### config.mk
export PLATFORM = sky130hd
export DESIGN_NAME = soduku_board_serializer
export DESIGN_NICKNAME = d
export VERILOG_FILES = /design/src/rtl/soduku_board_serializer.sv
export SDC_FILE = /design/constraint.sdc
export NUM_CORES = 1
export LEC_CHECK = 0
export ABC_AREA = 1
export BUFFER_PORTS_ARGS = -buffer_cell sky130_fd_sc_hd__buf_2
export CAP_MARGIN = 20
export CORE_ASPECT_RATIO = 1.5
export CORE_MARGIN = 8
export CORE_UTILIZATION = 50
export CTS_BUF_LIST = sky130_fd_sc_hd__clkbuf_4 sky130_fd_sc_hd__clkbuf_8 sky130_fd_sc_hd__clkbuf_16
export DETAILED_ROUTE_END_ITERATION = 8
export PLACE_DENSITY = 0.83
export SYNTH_ARGS = -nofsm -noshare
export SYNTH_HDL_FRONTEND = slang
export SYNTH_SLANG_ARGS = --single-unit
### constraint.sdc
create_clock -name clk_in -period 1.65 [get_ports clk_in]
set_input_delay 0.33 -clock clk_in [delete_from_list [all_inputs] [get_ports clk_in]]
set_output_delay 0.33 -clock clk_in [all_outputs]
set_load 0.005 [all_outputs]
### src/rtl/soduku_board_serializer.sv
// Serialises a snapshot of the packed 9x9 solver board one cell per valid/ready beat,
// row-major, as BCD bytes or ASCII digits with a line feed closing each row.
module soduku_board_serializer #(
  parameter int GRID_SIZE  = 9,
  parameter int ASCII_MODE = 0
) (
  input  logic         clk_in,
  input  logic         reset_in,
  input  logic [323:0] board_in,
  input  logic         start_in,
  output logic         busy_out,
  output logic [7:0]   data_out,
  output logic         valid_out,
  input  logic         ready_in,
  output logic [3:0]   row_out,
  output logic [3:0]   col_out,
  output logic         last_out,
  output logic         done_out,
  output logic [6:0]   zero_count_out,
  output logic         bad_digit_out
);

  generate
    if (GRID_SIZE != 9) begin : g_bad_grid_size
      $error("soduku_board_serializer: only GRID_SIZE = 9 is supported");
    end
  endgenerate

  localparam bit          ASCII_EN = (ASCII_MODE != 0);
  localparam logic [3:0]  LAST_IDX = 4'd8;
  localparam logic [3:0]  EOL_COL  = 4'd9;

  typedef enum logic [1:0] {
    ST_IDLE = 2'd0,
    ST_SEND = 2'd1,
    ST_EOL  = 2'd2
  } state_t;

  // Handshake: a beat transfers on a rising edge where valid_out and ready_in are both
  // high; while valid_out is high it only falls after a transfer (or reset), and the
  // beat payload and indices hold steady until that transfer.
  state_t         state_q, state_d;
  logic [323:0]   snap_q, snap_d;
  logic [3:0]     row_q, row_d;
  logic [3:0]     col_q, col_d;
  logic [6:0]     zero_q, zero_d;
  logic           bad_q, bad_d;
  logic           done_q, done_d;

  logic [3:0]     cell_nib;
  logic           cell_bad;
  logic [7:0]     cell_byte;

  // The snapshot shifts left one nibble per transferred cell, so the current cell is
  // always the top nibble and no row/column address decode is needed.
  assign cell_nib = snap_q[323:320];
  assign cell_bad = (cell_nib > 4'd9);

  always_comb begin
    cell_byte = {4'h0, cell_nib};
    if (cell_bad) begin
      cell_byte = 8'h3F;
    end else if (ASCII_EN) begin
      cell_byte = {4'h3, cell_nib};
    end
  end

  always_comb begin
    state_d = state_q;
    snap_d  = snap_q;
    row_d   = row_q;
    col_d   = col_q;
    zero_d  = zero_q;
    bad_d   = bad_q;
    done_d  = 1'b0;
    case (state_q)
      ST_IDLE: begin
        if (start_in) begin
          snap_d  = board_in;
          row_d   = 4'd0;
          col_d   = 4'd0;
          zero_d  = 7'd0;
          bad_d   = 1'b0;
          state_d = ST_SEND;
        end
      end
      ST_SEND: begin
        if (ready_in) begin
          snap_d = {snap_q[319:0], 4'h0};
          if (cell_nib == 4'd0) begin
            zero_d = zero_q + 7'd1;
          end
          if (cell_bad) begin
            bad_d = 1'b1;
          end
          if (col_q < LAST_IDX) begin
            col_d = col_q + 4'd1;
          end else if (ASCII_EN) begin
            col_d   = EOL_COL;
            state_d = ST_EOL;
          end else if (row_q < LAST_IDX) begin
            row_d = row_q + 4'd1;
            col_d = 4'd0;
          end else begin
            state_d = ST_IDLE;
            done_d  = 1'b1;
          end
        end
      end
      ST_EOL: begin
        if (ready_in) begin
          if (row_q < LAST_IDX) begin
            row_d   = row_q + 4'd1;
            col_d   = 4'd0;
            state_d = ST_SEND;
          end else begin
            state_d = ST_IDLE;
            done_d  = 1'b1;
          end
        end
      end
      default: begin
        state_d = ST_IDLE;
      end
    endcase
  end

  always_ff @(posedge clk_in) begin
    if (!reset_in) begin
      state_q <= ST_IDLE;
      snap_q  <= '0;
      row_q   <= 4'd0;
      col_q   <= 4'd0;
      zero_q  <= 7'd0;
      bad_q   <= 1'b0;
      done_q  <= 1'b0;
    end else begin
      state_q <= state_d;
      snap_q  <= snap_d;
      row_q   <= row_d;
      col_q   <= col_d;
      zero_q  <= zero_d;
      bad_q   <= bad_d;
      done_q  <= done_d;
    end
  end

  always_comb begin
    valid_out = (state_q != ST_IDLE);
    busy_out  = (state_q != ST_IDLE);
    data_out  = 8'h00;
    last_out  = 1'b0;
    case (state_q)
      ST_SEND: begin
        data_out = cell_byte;
        last_out = !ASCII_EN && (row_q == LAST_IDX) && (col_q == LAST_IDX);
      end
      ST_EOL: begin
        data_out = 8'h0A;
        last_out = (row_q == LAST_IDX);
      end
      default: begin
        data_out = 8'h00;
      end
    endcase
    row_out        = row_q;
    col_out        = col_q;
    done_out       = done_q;
    zero_count_out = zero_q;
    bad_digit_out  = bad_q;
  end

endmodule

==> flow_summary.toml, run 1 <==
[power_and_ir_drop]
swShare_pct = 27.5
ir_drop_v = 0.000727
leakagePower_nw = 7.70
p_seq_share_pct = 46.1
clockPowerShare_pct = 36.9
p_sw_mw = 5.73
intPower_mw = 15.1
pwr-share-comb_pct = 16.9
power_density_nw_per_um2 = 1160

[clocking]
numCtsBuffers = 34
cts_sinks = 342
htreeDepth = 2
clock_latency_ps = 520
clk_pin_slew_worst_paths_ps = 60
clockBufferDepth = 3
cts_hold_buf = 0
clockRootBuffer = "clkbuf_16"
cts_tree = "done"

[routing]
wl_per_cell_um = 17.1
drt_iter0_markers = 1120
wl_mm = 44.4
antenna_left = 0
viasPerCell = 5.72
drc_errors = 0
via_count = 14853
drt_pass1_iterations = 5

[timing]
max_freq_ghz = 0.566
grt_setup_unrepaired = "yes"
whs_ps = 70.8
drv_slew = 0
finalHoldViolCount = 0
period_needed_ps = 1770
fin_crit_sh_pct = 107
skew_ps = 11.9
setup_violations = 5
setup_ws_ps = -117

[cells_and_area]
regArea_um2 = 6870
layout_common_cells = "nand2_1, buf_2, dfxtp_1"
nets = 2557
area_delta_synth_final_pct = 26.7
fillers = 2322
final_layout_size_suffix_gt1_share_pct = 23.3
multi_input_area_um2 = 6650
fin_util_pct = 64.4
layout_commonest_cell = "nand2_1"

[floorplan]
fp.dieW_um = 154
ios = 356
rows = 75
start_util_pct = 50.9
dieArea_um2 = 34200
die_y_um = 223
core_um2 = 28000

[flow_run]
maxCapViolCount = 0

[worst_setup_path]
start_kind = "flip-flop"
required_ps = 1320
cp_max_fo = 4
worstPathArrival_ps = 1440
critPathSlowestCell = "dfxtp_4"
path_cells = "nor2_4 > nor2_4 > nor2_2 > nor2_2 > buf_2"
max_stage_delay_ps = 370
crit_type = "reg2out"
worstSetupEndpointType = "primary output"

[synth]
ys_ff_latch = 342
syn_area_um2 = 14200
synthCells = 1938
avgSynthCellArea_um2 = 7.34
seq_area_frac_synth_pct = 48.1
synth_cell_types = 20
yosysWarnings = 0

[global_routing]
grt_pass1_wl_mm = 70.4
antenna_found_initial = 4
grt_pass1_vias = 14534
grt_max_degree = 108
grt-ovfl-total = 0
track_usage_pct = 24.6

[run_status]
violations = "negative setup slack"
status = "finished, violations left"

[place]
place_hpwl_mm = 28.7
portBuffers = 353
routabilityCongestion = 0.885

[worst_hold_path]
min_path_type = "in2reg"
per-layer routing:
layer	vias up	part of all wire, %	global-route usage [%]
met5	-	0	0
met4	0	5.4	14.8
met3	146	6.6	4.82
met2	632	48	41.4
met1	6835	40	28.4
li1	7240	-	-
path summary, 6_finish.rpt:
kind | from | to | slack (ps) | cells past startpoint
worst max-delay path | snap_q[321]$_SDFFE_PN0P_ | data_out[0] | -120 | 5
worst min-delay path | board_in[154] | snap_q[154]$_SDFFE_PN0P_ | 70 | 3
worst max register to register | state_q[0]$_SDFFE_PN0P_ | snap_q[234]$_SDFFE_PN0P_ | 30 | 6
worst min register to register | snap_q[3]$_SDFFE_PN0P_ | snap_q[3]$_SDFFE_PN0P_ | 460 | 2
synthesized netlist by cell type (all sizes together):
| master | instances | area [µm²] |
|---|---|---|
| a21oi | 18 | 90.1 |
| a31oi | 320 | 2000 |
| buf | 54 | 279 |
| clkbuf | 129 | 484 |
| conb | 1 | 3.75 |
| dfxtp | 342 | 6850 |
| ha | 5 | 62.6 |
| inv | 24 | 90.1 |
| nand2 | 673 | 2530 |
| nand3 | 14 | 70.1 |
| nand4 | 1 | 6.26 |
| nor2 | 26 | 97.6 |
| nor3 | 3 | 15.0 |
| nor3b | 1 | 7.51 |
| o21ai | 326 | 1630 |
| o21bai | 1 | 7.51 |
logic make-up (layout without fill, tap and decap cells):
family | count (synthesis) | after routing | share of synthesized area, %
compound gates | 665 | 665 | 26.2
flops | 342 | 342 | 48.1
simple gates | 718 | 718 | 19.2
other cells | 1 | 6 | 0.0264
buf+inv | 207 | 516 | 6.00
fa+ha+maj | 5 | 5 | 0.440
what timing repair did:
item,CTS,global route
endpoints found under the setup margin,8,32
gates cloned,3,2
pin swaps,5,2
buffers inserted,15,5
gates resized for setup,42,16
through the flow:
step	instance area, µm²	total power [mW]	setup TNS (ps)	setup WS [ps]	instances
2_1_floorplan	14200	11.7	0	35.3	1939
3_3_place_gp	16400	12.8	0	149	2509
3_5_place_dp	16400	12.9	0	79.7	2509
4_1_cts	17900	20.8	-272	-97.1	2587
5_1_grt	18000	21.7	-639	-157	2598
6_report	18000	20.8	-338	-117	2598
registers in the layout, summed over array words and instances (netlist names):
signal	cells
snap_q	324
col_out	4
row_out	4
bad_digit_out	1
done_out	1
state_q	1
zero_count_out	7
power groups by stage:
stage	clock network [mW]	registers (mW)	logic [mW]
6_report	7.69	9.61	3.53
5_1_grt	8.11	9.69	3.92
3_3_place_gp	0	9.71	3.07
2_1_floorplan	0	9.61	2.08
4_1_cts	7.75	9.58	3.42
3_5_place_dp	0	9.74	3.19
cell type report:
class | count | area share, %
Clock inverter | 10 | 0.278
Sequential cell | 342 | 38.1
Tap cell | 346 | 2.40
Clock buffer | 50 | 5.89
Timing Repair Buffer | 432 | 15.8
Multi-Input combinational cell | 1390 | 36.9
Inverter | 24 | 0.542
Antenna cell | 4 | 0.0556
critical path, delay by kind of cell, from the launching register on:
family | cells | cell delay, ps
flip-flops | 1 | 370
AND/OR/NAND/NOR | 4 | 410
buffers and inverters | 1 | 130
No activity file was read; power rests on OpenSTA's default activity.
==> run 2: changes to the inputs <==
--- a/config.mk
+++ b/config.mk
@@ -14,6 +14,7 @@
 export CTS_BUF_LIST = sky130_fd_sc_hd__clkbuf_4 sky130_fd_sc_hd__clkbuf_8 sky130_fd_sc_hd__clkbuf_16
 export DETAILED_ROUTE_END_ITERATION = 8
 export PLACE_DENSITY = 0.83
+export REMOVE_ABC_BUFFERS = 1
 export SYNTH_ARGS = -nofsm -noshare
 export SYNTH_HDL_FRONTEND = slang
 export SYNTH_SLANG_ARGS = --single-unit
==> flow_summary.toml, run 2 (same netlist as run 1, synthesis figures left out) <==
[global_routing]
grt_pass1_vias = 14847
grt-ovfl-total = 0
grt_pass1_wl_mm = 71.4
antenna_found_initial = 2
track_usage_pct = 24.8
grt_max_degree = 114

[clocking]
cts_hold_buf = 0
htreeDepth = 2
numCtsBuffers = 34
cts_sinks = 342
clock_latency_ps = 520
clockBufferDepth = 3
cts_tree = "done"
clk_pin_slew_worst_paths_ps = 60
clockRootBuffer = "clkbuf_16"

[floorplan]
start_util_pct = 50.9
ios = 356
rows = 75
core_um2 = 28000
fp.dieW_um = 154
dieArea_um2 = 34200
die_y_um = 223

[place]
portBuffers = 353
place_hpwl_mm = 28.5
dp_cells = 2503
routabilityCongestion = 0.858
dp_slack_ps = 20.2

[routing]
drc_errors = 0
via_count = 14985
wl_per_cell_um = 17.3
viasPerCell = 5.77
drt_iter0_markers = 1147
antenna_left = 0
drt_pass1_iterations = 5
wl_mm = 44.9

[power_and_ir_drop]
power_density_nw_per_um2 = 1170
ir_drop_v = 0.000853
leakagePower_nw = 7.71
totalPowerFinal_mw = 21.0

[timing]
setup_ws_ps = -97.2
drv_slew = 0
finalHoldViolCount = 0
period_needed_ps = 1750
skew_ps = 20.4
fin_crit_sh_pct = 106
setup_violations = 6
grt_setup_unrepaired = "yes"
max_freq_ghz = 0.572

[cells_and_area]
largest_register_ffs = 324
area_delta_synth_final_pct = 26.8
nets = 2558
layout_commonest_cell = "nand2_1"
final_layout_size_suffix_gt1_share_pct = 23.3
layout_common_cells = "nand2_1, buf_2, dfxtp_1"
largest-register = "snap_q"
fillers = 2305
fin_cells = 2597

[worst_setup_path]
required_ps = 1320
worstSetupEndpointType = "primary output"
worstPathArrival_ps = 1420
cp_max_fo = 4
critPathSlowestCell = "dfxtp_4"
path_cells = "inv_2 > nor2_4 > nor2_2 > nor2_2 > buf_2"
crit_path_frequent_cell = "nor2_2"
crit_type = "reg2out"
r2r_slack_ps = 60
start_kind = "flip-flop"
max_stage_delay_ps = 360

[run_status]
status = "finished, violations left"
violations = "negative setup slack"

[flow_run]
maxCapViolCount = 0

[worst_hold_path]
min_path_type = "in2reg"
-- run 2: cell count changes in the layout (fill, tap and decap cells not counted), sizes merged --
cell | previous run | this run
buf | 427 | 426
bufbuf | 3 | 5
clkinvlp | 0 | 1
diode | 4 | 2
clkinv | 10 | 7
clkbuf | 52 | 54
-- run 2: where the power goes --
group / switching [mW] / internal [mW]
registers: 0.462 / 9.15
clock network: 3.27 / 4.58
logic: 2.07 / 1.47
total: 5.81 / 15.2
-- run 2: cell type report --
cell class / instances / area (µm²) / share of cell area, %
Inverter: 24 / 97.6 / 0.541
Clock inverter: 8 / 42.5 / 0.236
Sequential cell: 342 / 6860 / 38.1
Timing Repair Buffer: 433 / 2850 / 15.8
Clock buffer: 52 / 1090 / 6.07
Tap cell: 346 / 433 / 2.40
Antenna cell: 2 / 5.00 / 0.0278
Multi-Input combinational cell: 1390 / 6640 / 36.8
-- run 2: path summary, 6_finish.rpt --
| check | from | to | cells after the start |
|---|---|---|---|
| min | board_in[0] | snap_q[0]$_SDFFE_PN0P_ | 3 |
| min reg2reg | snap_q[240]$_SDFFE_PN0P_ | snap_q[244]$_SDFFE_PN0P_ | 2 |
| max | snap_q[323]$_SDFFE_PN0P_ | data_out[0] | 5 |
| max reg2reg | state_q[0]$_SDFFE_PN0P_ | snap_q[130]$_SDFFE_PN0P_ | 5 |
-- run 2: metrics by stage --
| stage | setup TNS (ps) | hold WS (ps) | utilization [%] | cell area [µm²] |
|---|---|---|---|---|
| after floorplan | -5325110 | 441 | - | 13500 |
| after global placement | 0 | 451 | 58.3 | 16300 |
| after detailed placement | 0 | 457 | 58.3 | 16300 |
| after CTS | -349 | 45.8 | 64.0 | 17900 |
| after global routing | -663 | 59.8 | 64.5 | 18000 |
| final | -325 | 64.1 | 64.5 | 18000 |
-- run 2: metal layers --
| metal | global-route usage [%] | vias up | wire (µm) |
|---|---|---|---|
| met4 | 16.3 | 0 | 2910 |
| met3 | 4.72 | 175 | 3030 |
| li1 | - | 7244 | - |
| met5 | 0 | - | 0 |
| met2 | 41.6 | 686 | 21500 |
| met1 | 28.3 | 6880 | 17400 |
-- run 2: critical path, delay by kind of cell (launching register included) --
| family | cells | cell delay (ps) |
|---|---|---|
| buffers and inverters | 2 | 170 |
| DFF | 1 | 360 |
| and+or+nand+nor | 3 | 370 |
-- run 2: repair_timing --
action	4_1_cts	5_1_grt
setup buffers	23	2
resized for setup	37	14
endpoints found under the setup margin	9	88
pin swaps	6	4
cloned	5	2
